File: src/rtl/core_config_pkg.sv
// Shared configuration for the CSR controller: FSM state encoding, machine-mode
// CSR addresses, mstatus bit positions and the funct3 operation classes.
package core_config_pkg;

    typedef enum logic [3:0] {
        S_IDLE,
        S_RD,
        S_WR,
        S_RESP,
        S_T_EPC,
        S_T_CAUSE,
        S_T_TVAL,
        S_T_MSRD,
        S_T_MSWR,
        S_T_VEC,
        S_T_DONE
    } state_t;

    // Low two bits of funct3; bit 2 only selects the immediate form.
    typedef enum logic [1:0] {
        CSR_OP_ILL = 2'b00,
        CSR_OP_RW  = 2'b01,
        CSR_OP_RS  = 2'b10,
        CSR_OP_RC  = 2'b11
    } csr_op_t;

    localparam logic [11:0] CSR_MSTATUS = 12'h300;
    localparam logic [11:0] CSR_MTVEC   = 12'h305;
    localparam logic [11:0] CSR_MEPC    = 12'h341;
    localparam logic [11:0] CSR_MCAUSE  = 12'h342;
    localparam logic [11:0] CSR_MTVAL   = 12'h343;

    localparam int unsigned MSTATUS_MIE    = 3;
    localparam int unsigned MSTATUS_MPIE   = 7;
    localparam int unsigned MSTATUS_MPP_LO = 11;
    localparam int unsigned MSTATUS_MPP_HI = 12;

endpackage

File: src/rtl/csr_rmw.sv
// Combinational read-modify-write for CSR instructions: new value, write
// enable, value returned to rd and illegal-instruction detection.
module csr_rmw
    import core_config_pkg::*;
#(
    parameter int unsigned XLEN = 32
) (
    input  logic [2:0]      op,
    input  logic [11:0]     addr,
    input  logic [XLEN-1:0] src,
    input  logic            rs1_zero,
    input  logic [XLEN-1:0] old,
    input  logic            addr_err,
    output logic            we,
    output logic [XLEN-1:0] wdata,
    output logic [XLEN-1:0] rdata,
    output logic            err
);

    csr_op_t kind;
    logic    wr_attempt;
    logic    unused_imm_sel;

    // src already carries the zero-extended zimm, so imm forms need no special path
    assign unused_imm_sel = op[2];
    assign kind = csr_op_t'(op[1:0]);

    always_comb begin
        wr_attempt = 1'b0;
        wdata      = '0;
        unique case (kind)
            CSR_OP_RW: begin
                wdata      = src;
                wr_attempt = 1'b1;
            end
            CSR_OP_RS: begin
                wdata      = old | src;
                wr_attempt = !rs1_zero;
            end
            CSR_OP_RC: begin
                wdata      = old & ~src;
                wr_attempt = !rs1_zero;
            end
            default: begin
                wdata      = '0;
                wr_attempt = 1'b0;
            end
        endcase
        err   = (kind == CSR_OP_ILL) || addr_err || (wr_attempt && (addr[11:10] == 2'b11));
        we    = wr_attempt && !err;
        rdata = err ? '0 : old;
    end

endmodule

File: src/rtl/csr_ctrl.sv
// CSR instruction and trap-entry sequencer driving a synchronous-read CSR file;
// one FSM shared by both paths, traps take priority in IDLE.
module csr_ctrl
    import core_config_pkg::*;
#(
    parameter int unsigned XLEN = 32
) (
    input  logic            clk,
    input  logic            rst,
    input  logic            req_valid,
    output logic            req_ready,
    input  logic [2:0]      req_op,
    input  logic [11:0]     req_addr,
    input  logic [XLEN-1:0] req_src,
    input  logic            req_rs1_zero,
    output logic            resp_valid,
    input  logic            resp_ready,
    output logic [XLEN-1:0] resp_data,
    output logic            resp_err,
    input  logic            trap_valid,
    input  logic [XLEN-1:0] trap_pc,
    input  logic [XLEN-1:0] trap_cause,
    input  logic [XLEN-1:0] trap_tval,
    output logic            trap_done,
    output logic [XLEN-1:0] trap_vector,
    output logic            csr_we,
    output logic [11:0]     csr_wa,
    output logic [XLEN-1:0] csr_wd,
    output logic [11:0]     csr_ra,
    input  logic [XLEN-1:0] csr_rd,
    input  logic            csr_err
);

    state_t          state;
    logic [2:0]      op_q;
    logic [11:0]     addr_q;
    logic [XLEN-1:0] src_q;
    logic            rz_q;
    logic            addr_err_q;
    logic [XLEN-1:0] pc_q;
    logic [XLEN-1:0] cause_q;
    logic [XLEN-1:0] tval_q;

    logic            rmw_we;
    logic [XLEN-1:0] rmw_wdata;
    logic [XLEN-1:0] rmw_rdata;
    logic            rmw_err;
    logic            we_dec;
    logic [XLEN-1:0] mstatus_new;
    logic [XLEN-1:0] vec_next;
    logic            unused_cause_bit;

    assign unused_cause_bit = cause_q[XLEN-2];

    csr_rmw #(.XLEN(XLEN)) u_rmw (
        .op       (op_q),
        .addr     (addr_q),
        .src      (src_q),
        .rs1_zero (rz_q),
        .old      (csr_rd),
        .addr_err (addr_err_q),
        .we       (rmw_we),
        .wdata    (rmw_wdata),
        .rdata    (rmw_rdata),
        .err      (rmw_err)
    );

    assign req_ready = (state == S_IDLE) && !trap_valid && !rst;

    always_comb begin
        mstatus_new                                 = csr_rd;
        mstatus_new[MSTATUS_MPIE]                   = csr_rd[MSTATUS_MIE];
        mstatus_new[MSTATUS_MIE]                    = 1'b0;
        mstatus_new[MSTATUS_MPP_HI:MSTATUS_MPP_LO]  = 2'b11;

        vec_next = {csr_rd[XLEN-1:2], 2'b00};
        if ((csr_rd[1:0] == 2'b01) && cause_q[XLEN-1])
            vec_next = vec_next + {cause_q[XLEN-3:0], 2'b00};
    end

    // Write strobe is decoded from state so WR can use the read data arriving that
    // cycle; rst masks it so an abort suppresses the in-flight write.
    always_comb begin
        we_dec = 1'b0;
        csr_wa = '0;
        csr_wd = '0;
        csr_ra = '0;
        unique case (state)
            S_RD: begin
                csr_ra = addr_q;
                csr_wa = addr_q;
            end
            S_WR: begin
                csr_wa = addr_q;
                csr_wd = rmw_wdata;
                we_dec = rmw_we;
            end
            S_T_EPC: begin
                we_dec = 1'b1;
                csr_wa = CSR_MEPC;
                csr_wd = pc_q;
            end
            S_T_CAUSE: begin
                we_dec = 1'b1;
                csr_wa = CSR_MCAUSE;
                csr_wd = cause_q;
            end
            S_T_TVAL: begin
                we_dec = 1'b1;
                csr_wa = CSR_MTVAL;
                csr_wd = tval_q;
            end
            S_T_MSRD: csr_ra = CSR_MSTATUS;
            S_T_MSWR: begin
                we_dec = 1'b1;
                csr_wa = CSR_MSTATUS;
                csr_wd = mstatus_new;
                csr_ra = CSR_MTVEC;
            end
            default: begin
                we_dec = 1'b0;
            end
        endcase
    end

    assign csr_we = we_dec && !rst;

    always_ff @(posedge clk) begin
        if (rst) begin
            state       <= S_IDLE;
            op_q        <= '0;
            addr_q      <= '0;
            src_q       <= '0;
            rz_q        <= 1'b0;
            addr_err_q  <= 1'b0;
            pc_q        <= '0;
            cause_q     <= '0;
            tval_q      <= '0;
            resp_valid  <= 1'b0;
            resp_data   <= '0;
            resp_err    <= 1'b0;
            trap_done   <= 1'b0;
            trap_vector <= '0;
        end else begin
            trap_done <= 1'b0;
            unique case (state)
                S_IDLE: begin
                    if (trap_valid) begin
                        pc_q    <= trap_pc;
                        cause_q <= trap_cause;
                        tval_q  <= trap_tval;
                        state   <= S_T_EPC;
                    end else if (req_valid) begin
                        op_q   <= req_op;
                        addr_q <= req_addr;
                        src_q  <= req_src;
                        rz_q   <= req_rs1_zero;
                        state  <= S_RD;
                    end
                end
                S_RD: begin
                    addr_err_q <= csr_err;
                    state      <= S_WR;
                end
                S_WR: begin
                    resp_valid <= 1'b1;
                    resp_data  <= rmw_rdata;
                    resp_err   <= rmw_err;
                    state      <= S_RESP;
                end
                S_RESP: begin
                    if (resp_ready) begin
                        resp_valid <= 1'b0;
                        state      <= S_IDLE;
                    end
                end
                S_T_EPC:   state <= S_T_CAUSE;
                S_T_CAUSE: state <= S_T_TVAL;
                S_T_TVAL:  state <= S_T_MSRD;
                S_T_MSRD:  state <= S_T_MSWR;
                S_T_MSWR:  state <= S_T_VEC;
                S_T_VEC: begin
                    trap_vector <= vec_next;
                    trap_done   <= 1'b1;
                    state       <= S_T_DONE;
                end
                S_T_DONE:  state <= S_IDLE;
                default:   state <= S_IDLE;
            endcase
        end
    end

endmodule
File: config.mk
export PLATFORM = sky130hd
export DESIGN_NAME = csr_ctrl
export DESIGN_NICKNAME = d
export VERILOG_FILES = /design/src/rtl/core_config_pkg.sv /design/src/rtl/csr_rmw.sv /design/src/rtl/csr_ctrl.sv
export SDC_FILE = /design/constraint.sdc
export NUM_CORES = 1
export LEC_CHECK = 0
export CORE_MARGIN = 2
export CORE_UTILIZATION = 45
export CTS_CLUSTER_DIAMETER = 100
export DETAILED_ROUTE_END_ITERATION = 6
export GPL_ROUTABILITY_DRIVEN = 1
export MAX_ROUTING_LAYER = met4
export PLACE_DENSITY = 0.8
export SLEW_MARGIN = 20
export SYNTH_ARGS = -nofsm -noshare
export SYNTH_HDL_FRONTEND = slang
export SYNTH_SLANG_ARGS = --single-unit
File: constraint.sdc
create_clock -name clk -period 6.3 [get_ports clk]
set_input_delay 0.945 -clock clk [delete_from_list [all_inputs] [get_ports clk]]
set_output_delay 0.945 -clock clk [all_outputs]
set_load 0.01 [all_outputs]
; Word level (Yosys, flattened, before mapping)
; Cells that the tools add are included.
[classes]
add_sub_neg = 1
eq_ne = 16
n_mux = 15
bitwise_logic = 4
reduce_logical = 22
[ops]
columns = cell, count
row1 = one-hot mux 32 bit (5 select lines), 1
row2 = one-hot mux 32 bit (3 select lines), 1
row3 = 2-to-1 mux 32 bit, 2
row4 = one-hot mux 12 bit (5 select lines), 1
row5 = one-hot mux 4 bit (10 select lines), 1
row6 = one-hot mux 12 bit (3 select lines), 1
row7 = adder 32 bit, 1
row8 = bitwise AND 32 bit, 1
row9 = NOT 32 bit, 1
row10 = bitwise OR 32 bit, 1
row11 = == test 4 x 3 -> 1 bit (second input constant), 4
row12 = 2-to-1 mux 4 bit, 3
row13 = == test 4 x 2 -> 1 bit (second input constant), 2
row14 = == test 4 bit (second input constant), 2
row15 = == test 2 bit (second input constant), 3
row16 = logical AND 1 bit, 6
row17 = one-hot mux 1 bit (2 select lines), 3
row18 = AND reduction 2 bit, 3
row19 = == test 2 x 1 -> 1 bit (second input constant), 2
row20 = == test 4 x 1 -> 1 bit (second input constant), 1
row21 = logical NOT 1 bit, 4
row22 = logical NOT 4 bit, 1
row23 = OR reduction 2 bit, 2
row24 = OR reduction 4 bit, 1
row25 = other kinds (8), 10
[word_totals]
register_bits = 215
in_bits = 182
output_inout_bits = 125
elab_cells = 72

; Longest topological paths before layout
; Gate-level depths: netlist of run 1.
[logic_depth]
word_depth = 9
depth_mapped = 10
depth_no_buf = 10

; By module
; A second synthesis of run 1 with hierarchy kept.
[unflattened]
cells_unflattened = 1495
area_unflattened_um2 = 11164.5
[by_module_without_submodules]
columns = mod, instances, cells_each, area_each_um2, seq_area_each_um2
row1 = csr_ctrl, 1, 1344, 10092.2, 4284.1
row2 = csr_rmw, 1, 151, 1072.3, 0.0

; Worst setup path before layout of run 1
; Ideal clock, no wire load.
[synth_path]
path_kind = input -> register
from = input csr_rd[2]
to = register trap_vector[30]
setup_time_ps = 86
t_arrival_ps = 3071
path_slack_ps = 3144
path_stages = 10
path_buffers = 0
path_cell_list = ha_1 > fa_1 > a21o_1 > a211oi_2 > o21ai_2 > a221oi_2 > o21ai_1 > o221ai_1 > xor2_1 > a211oi_1
[synth_via]
elab_chain_cells = 2
[synth_rtl]
columns = item, line_no
row1 = start: declaration, csr_ctrl.sv:30  ; input logic [XLEN-1:0] csr_rd,
row2 = adder 32 bit, csr_ctrl.sv:78  ; vec_next = vec_next + {cause_q[XLEN-3:0], 2'b00};
row3 = 2-to-1 mux 32 bit, csr_ctrl.sv:77  ; if ((csr_rd[1:0] == 2'b01) && cause_q[XLEN-1])
row4 = end signal: assignment, csr_ctrl.sv:183  ; trap_vector <= vec_next;
row5 = end: declaration, csr_ctrl.sv:25  ; output logic [XLEN-1:0] trap_vector,
; Every way passes these cells.
; A chain may end at the register's enable or synchronous reset.

; Final worst setup path of run 1
[layout_path]
from = register state[1]
to = output csr_wd[30]
[layout_via]
elab_chain_cells = 2
[layout_rtl]
columns = item, line_no
row1 = start: declaration, csr_ctrl.sv:34  ; state_t state;
row2 = start signal: assignment, csr_ctrl.sv:130  ; state <= S_IDLE;
row3 = start signal: assignment, csr_ctrl.sv:152  ; state <= S_T_EPC;
row4 = start signal: assignment, csr_ctrl.sv:158  ; state <= S_RD;
row5 = "== test 4 bit, or another cell as far along", csr_ctrl.sv:88  ; unique case (state)
row6 = one-hot mux 32 bit (5 select lines) (*), csr_ctrl.sv:88
row7 = end: declaration, csr_ctrl.sv:28  ; output logic [XLEN-1:0] csr_wd,
; Every way passes the cells marked *; elsewhere a longest branch is shown, timed or not.

==> flow_metrics.env, run 1 <==
export IMPL_vias_per_cell=5.77
export IMPL_layout_min_cycle_time_ns=4.33
export IMPL_cts_tree="yes"
export IMPL_first_pass_iters=6
export IMPL_numPortBuffers=303
export IMPL_postCtsSetupBuffers=0
export IMPL_crit_type="flip-flop to primary output"
export IMPL_synth_commonest_cells="nand2_1, a21oi_1, dfxtp_1"
export IMPL_synth_seq_area_share=0.388
export IMPL_powerDensity_mw_per_mm2=253
export IMPL_wl_per_cell_um=20.2
export IMPL_path_buf_inv=1
export IMPL_fp_dieW_um=160
export IMPL_pre_cts_ws_ns=2.14
export IMPL_outcome="complete, no violations"
export IMPL_syn_area_per_cell_um2=7.37
export IMPL_initial_utilization=0.455
export IMPL_grt_max_degree=109
export IMPL_yosysMostFrequentCell="nand2_1"
export IMPL_die_h_um=160
export IMPL_seqPwrFrac=0.406
export IMPL_maxCapViolations=0
export IMPL_skew_ns=0.0135
export IMPL_timing_fmax_mhz=231
export IMPL_crit_required_ns=5.35
export IMPL_synthTopCellsByArea="dfxtp_1, nand2_1, a21oi_1, a22oi_1, ha_1"
export IMPL_p_int_w=0.00257
export IMPL_p_comb_frac=0.241
export IMPL_syn_area_mm2=0.0110
export IMPL_drive_gt1_frac=0.0488
export IMPL_dp_cells=2024
export IMPL_cts_buffers=23
export IMPL_synth_cell_types=66
export IMPL_grtUsageTotal=0.320
export IMPL_grt_pass1_wl_mm=62.8
export IMPL_async_reset_ff_frac=0
export IMPL_synth_edf_count=0
export IMPL_cp_slowest_cell="or3_2"
export IMPL_grt_overflow=0
export IMPL_dieArea_mm2=0.0257
export IMPL_yosysTopAreaCellShare=0.388
export IMPL_dp_hpwl_mm=30.1
export IMPL_ir_worst_vdd_uv=148
export IMPL_drt_iter0_drc=1379
export IMPL_yosys_most_used_dff="dfxtp_1"
export IMPL_cts_htree_levels=1
export IMPL_area_growth_syn_to_layout_pct=35.7
export IMPL_cts_hold_buf=0
export IMPL_cts_resized=0
export IMPL_setup_viol=0
export IMPL_crit_family="simple AND/OR/NAND/NOR gates"
export IMPL_fin_setup_tns_ns=0
export IMPL_min_period_over_period=0.687
export IMPL_io_pins=307
export IMPL_slew_violations=0
export IMPL_layout_nets=1939
export IMPL_gp_congestion=0.957
export IMPL_netlist_instances=1492
export IMPL_rows=57
export IMPL_crit_fanout=51
export IMPL_cp_cell_sequence="nand2b_1 -> or3_2 -> o211ai_1 -> clkdlybuf4s50_1"
export IMPL_path_clk_slew_ns=0.06
export IMPL_min_path_type="flip-flop to flip-flop"
export IMPL_switching_power_w=0.00122
export IMPL_clock_latency_ns=0.53
export IMPL_drc=0
export IMPL_worstMarginPinSlew_ns=1.10
export IMPL_switching_share=0.321
export IMPL_ant_nets=0
export IMPL_yosys_area_top_type="dfxtp_1"
export IMPL_maxSlewHeadroom=0.267
export IMPL_cts_sinks=213
export IMPL_cpPeakStageDelay_ns=0.93
export IMPL_final_cells=2068
export IMPL_cp_end_kind="primary output"
export IMPL_power_w=0.00378
export IMPL_critPathArrivalTime_ns=3.38
export IMPL_vias=11900
export IMPL_rsz0062_at_grt="no"
export IMPL_ctsRootBufferMaster="clkbuf_16"
export IMPL_layout_setup_ws_ns=1.97
export IMPL_ys_ff_latch=213
export IMPL_clkPwrFrac=0.353
export IMPL_core_area_mm2=0.0242
export IMPL_power_leakage_nw=5.38
export IMPL_finalHoldViolCount=0
export IMPL_clockBufferDepth=3
export IMPL_wirelength_mm=41.7
export IMPL_synth_warnings=0
export IMPL_antenna_found_initial=2
export IMPL_grt_pass1_vias=10800
export IMPL_cp_start_kind="flip-flop"
==> stage by stage <==
| step | cell area [µm²] | util | hold WS, ns |
|---|---|---|---|
| 2_1_floorplan | 11000 | - | 0.436 |
| 6_report | 14900 | 0.617 | 0.449 |
| 3_5_place_dp | 14100 | 0.584 | 0.445 |
| 5_1_grt | 14900 | 0.617 | 0.470 |
| 3_3_place_gp | 14100 | 0.584 | 0.438 |
| 4_1_cts | 14900 | 0.615 | 0.452 |
==> cell type report <==
cell class	count	area, µm²
Antenna cell	2	5.00
Clock buffer	31	646
Clock inverter	9	87.6
Fill cell	2184	9250
Inverter	22	82.6
Multi-Input combinational cell	1144	6220
Sequential cell	213	4260
Tap cell	324	405
Timing Repair Buffer	323	3220
==> metal layers <==
| metal | up-vias | GRT usage | routed length, µm |
|---|---|---|---|
| li1 | 5660 | - | - |
| met1 | 5556 | 0.446 | 17900 |
| met2 | 622 | 0.463 | 17800 |
| met3 | 102 | 0.0599 | 4200 |
| met4 | 0 | 0.117 | 1700 |
| met5 | - | - | 0 |
==> cell usage in the layout (no fill, tap or decap), types with 21 or more instances in the layout <==
cell and instances:
o21ai_0 31, a211oi_1 21, dfxtp_1 213, inv_1 22, nor2_1 80, nand3_1 49, ha_1 29, a21oi_1 241
nand2_1 402, clkdlybuf4s50_1 302, a22oi_1 65, clkbuf_16 23
==> cell families (layout without fill, tap and decap cells) <==
kind of cell / Yosys count / count (layout) / synth area share
flops: 213 / 213 / 0.388
buf+inv: 136 / 385 / 0.0520
mux: 18 / 18 / 0.0164
other cells: 1 / 4 / 0.000341
simple gates: 611 / 611 / 0.232
fa+ha+maj: 30 / 30 / 0.0348
xor+xnor: 25 / 25 / 0.0199
compound gates: 458 / 458 / 0.257
==> path summary, 6_finish.rpt <==
kind / from / end / slack [ns] / depth (start not counted)
setup / recovery: state[1] / csr_wd[30] / 1.97 / 4
hold / removal: resp_data[31] / resp_data[31] / 0.45 / 2
setup reg to reg: state[2] / tval_q[8] / 2.96 / 5
hold reg to reg: resp_data[31] / resp_data[31] / 0.45 / 2
==> power by group through the flow <==
stage	sequential [W]	combinational [W]	clock, W
CTS	0.00153	0.000893	0.00134
global placement	0.00156	0.000881	0
global route	0.00154	0.000989	0.00140
finish	0.00154	0.000912	0.00133
detailed placement	0.00156	0.000889	0
floorplan	0.00152	0.000549	0
==> state kept, by name (all words and copies together) (netlist names) <==
signal,flops
addr_err_q,1
addr_q,12
cause_q,32
op_q,2
pc_q,32
resp_data,32
resp_err,1
resp_valid,1
rz_q,1
src_q,32
state,4
trap_done,1
trap_vector,30
tval_q,32
==> tightest hold or removal path, stage by stage, from the launching register on <==
cell and delay [ns]:
dfxtp_1 0.30, nand2_1 0.05, a21oi_1 0.05
Note: power is estimated with default switching activity, not from simulation.
==> run 2, diff against run 1 <==
--- a/config.mk
+++ b/config.mk
@@ -6,12 +6,12 @@
 export NUM_CORES = 1
 export LEC_CHECK = 0
 export CORE_MARGIN = 2
-export CORE_UTILIZATION = 45
+export CORE_UTILIZATION = 44
 export CTS_CLUSTER_DIAMETER = 100
 export DETAILED_ROUTE_END_ITERATION = 6
 export GPL_ROUTABILITY_DRIVEN = 1
 export MAX_ROUTING_LAYER = met4
-export PLACE_DENSITY = 0.8
+export PLACE_DENSITY = 0.81
 export SLEW_MARGIN = 20
 export SYNTH_ARGS = -nofsm -noshare
 export SYNTH_HDL_FRONTEND = slang
==> constraint.sdc (replaced) <==
create_clock -name clk -period 3.6 [get_ports clk]
set_input_delay 0.54 -clock clk [delete_from_list [all_inputs] [get_ports clk]]
set_output_delay 0.54 -clock clk [all_outputs]
set_load 0.01 [all_outputs]
==> run 2 against run 1 <==
Compared with the run above:
- worst hold slack improved by 0.0011 ns
- utilization rose by 0.75 points
- final cell count rose by 1.8%
- clock-buffer cell count rose by 4
- worst setup slack got worse by 1.8 ns
- largest power group unchanged
- highest routed layer unchanged
==> flow_metrics.env, run 2 (synthesized netlist as in run 1, its figures left out) <==
export IMPL_outcome="complete, no violations"
export IMPL_clock_latency_ns=0.54
export IMPL_vias_per_cell=5.82
export IMPL_grt_max_degree=97
export IMPL_maxSlewHeadroom=0.401
export IMPL_fillers=2130
export IMPL_mostFrequentLayoutCells="nand2_1, clkdlybuf4s50_1, a21oi_1"
export IMPL_cp_end_kind="primary output"
export IMPL_worstReg2RegEnd="trap_vector[28]"
export IMPL_crit_family="buffers and inverters"
export IMPL_layout_min_cycle_time_ns=3.40
export IMPL_gp_congestion=0.984
export IMPL_min_path_type="flip-flop to flip-flop"
export IMPL_rrSetupSlack_ns=0.76
export IMPL_wl_per_cell_um=20.6
export IMPL_path_clk_slew_ns=0.06
export IMPL_finish_utilization=0.625
export IMPL_min_period_over_period=0.943
export IMPL_vias=12300
export IMPL_dp_hpwl_mm=32.1
export IMPL_min_to="resp_data[5]"
export IMPL_grtUsageTotal=0.328
export IMPL_maxCapViolations=0
export IMPL_crit_required_ns=3.06
export IMPL_crit_fanout=31
export IMPL_grt_pass1_vias=11100
export IMPL_timing_fmax_mhz=294
export IMPL_layout_nets=1974
export IMPL_critPathArrivalTime_ns=2.86
export IMPL_antenna_found_initial=3
export IMPL_grt_pass1_wl_mm=65.0
export IMPL_pre_cts_ws_ns=0.168
export IMPL_r2r_start="cause_q[0]"
export IMPL_crit_type="flip-flop to primary output"
export IMPL_power_leakage_nw=5.58
export IMPL_path_buf_inv=2
export IMPL_area_growth_syn_to_layout_pct=39.0
export IMPL_numPortBuffers=303
export IMPL_rsz0062_at_grt="no"
export IMPL_cp_slowest_cell="dfxtp_1"
export IMPL_cts_buffers=24
export IMPL_die_h_um=162
export IMPL_rows=57
export IMPL_drt_iter0_drc=1481
export IMPL_skew_ns=0.0135
export IMPL_cts_sinks=213
export IMPL_fin_setup_tns_ns=0
export IMPL_cts_hold_buf=0
export IMPL_layout_setup_ws_ns=0.204
export IMPL_io_pins=307
export IMPL_ir_worst_vdd_uv=256
export IMPL_hp_start="resp_data[5]"
export IMPL_worstMarginPinSlew_ns=0.899
export IMPL_slew_violations=0
export IMPL_layout_commonest_cell="nand2_1"
export IMPL_core_area_mm2=0.0245
export IMPL_fp_dieW_um=162
export IMPL_initial_utilization=0.450
export IMPL_clockBufferDepth=3
export IMPL_hold_depth=2
export IMPL_dieArea_mm2=0.0263
export IMPL_drc=0
export IMPL_powerDensity_mw_per_mm2=447
export IMPL_first_pass_iters=6
export IMPL_grt_overflow=0
export IMPL_drive_gt1_frac=0.0675
export IMPL_cts_tree="yes"
export IMPL_wirelength_mm=43.3
export IMPL_cp_start_kind="flip-flop"
export IMPL_cp_cell_sequence="nand2b_1 -> nor2_2 -> buf_4 -> a22oi_1 -> o211ai_1 -> clkdlybuf4s50_1"
export IMPL_cpPeakStageDelay_ns=0.61
export IMPL_reg2reg_depth=10
export IMPL_cts_htree_levels=1
export IMPL_ant_nets=0
export IMPL_setup_viol=0
export IMPL_ctsRootBufferMaster="clkbuf_16"
export IMPL_finalHoldViolCount=0
[run 2: worst max path at each step]
stage                    from               to  slack (ns)  cells after the start
global route         state[3]       csr_wd[16]        0.07                      6
detailed placement  csr_rd[2]  trap_vector[28]        0.17                     11
floorplan           csr_rd[2]  trap_vector[30]        0.85                     10
CTS                  state[2]       csr_wd[16]        0.11                      6
finish               state[3]       csr_wd[22]        0.20                      6
global placement    csr_rd[2]  trap_vector[30]        0.21                     11
[run 2: through the flow]
step	cell area [µm²]	hold WS (ns)	cells	power (W)
detailed placement	14500	0.444	2060	0.00437
finish	15300	0.450	2105	0.00683
global route	15300	0.465	2105	0.00710
CTS	15300	0.451	2102	0.00681
floorplan	11000	0.436	1493	0.00362
global placement	14500	0.439	2060	0.00435
[run 2: tightest hold or removal path: stages, from the launching register on]
cell and delay (ns):
dfxtp_1 0.31, nand2_1 0.05, a21oi_1 0.05
[run 2: where the power goes]
group | total [W] | switching [W] | internal, W
registers | 0.00268 | 0.000156 | 0.00252
clock network | 0.00247 | 0.00104 | 0.00143
logic | 0.00168 | 0.000995 | 0.000683
[run 2: per-layer routing]
metal  wire length, µm  GRT usage
met3              4450     0.0403
met1             18600      0.468
met2             18800      0.488
met4              1440     0.0953
met5                 0          -
[run 2: what timing repair did]
item                                    in CTS  in global routing
gates resized for setup                      0                  2
buffers inserted                             0                  0
endpoints found under the setup margin       0                 27
[run 2: final cells by class]
cell class              count  area [µm²]  share of cell area
diodes                      3        7.51            0.000491
clock buffers              35         702              0.0459
clock inverters             7        96.3             0.00630
inverters                  22        82.6             0.00540
multi-input cells        1144        6210               0.406
flip-flops and latches    213        4270               0.279
well taps                 324         405              0.0265
repair buffers            357        3510               0.230
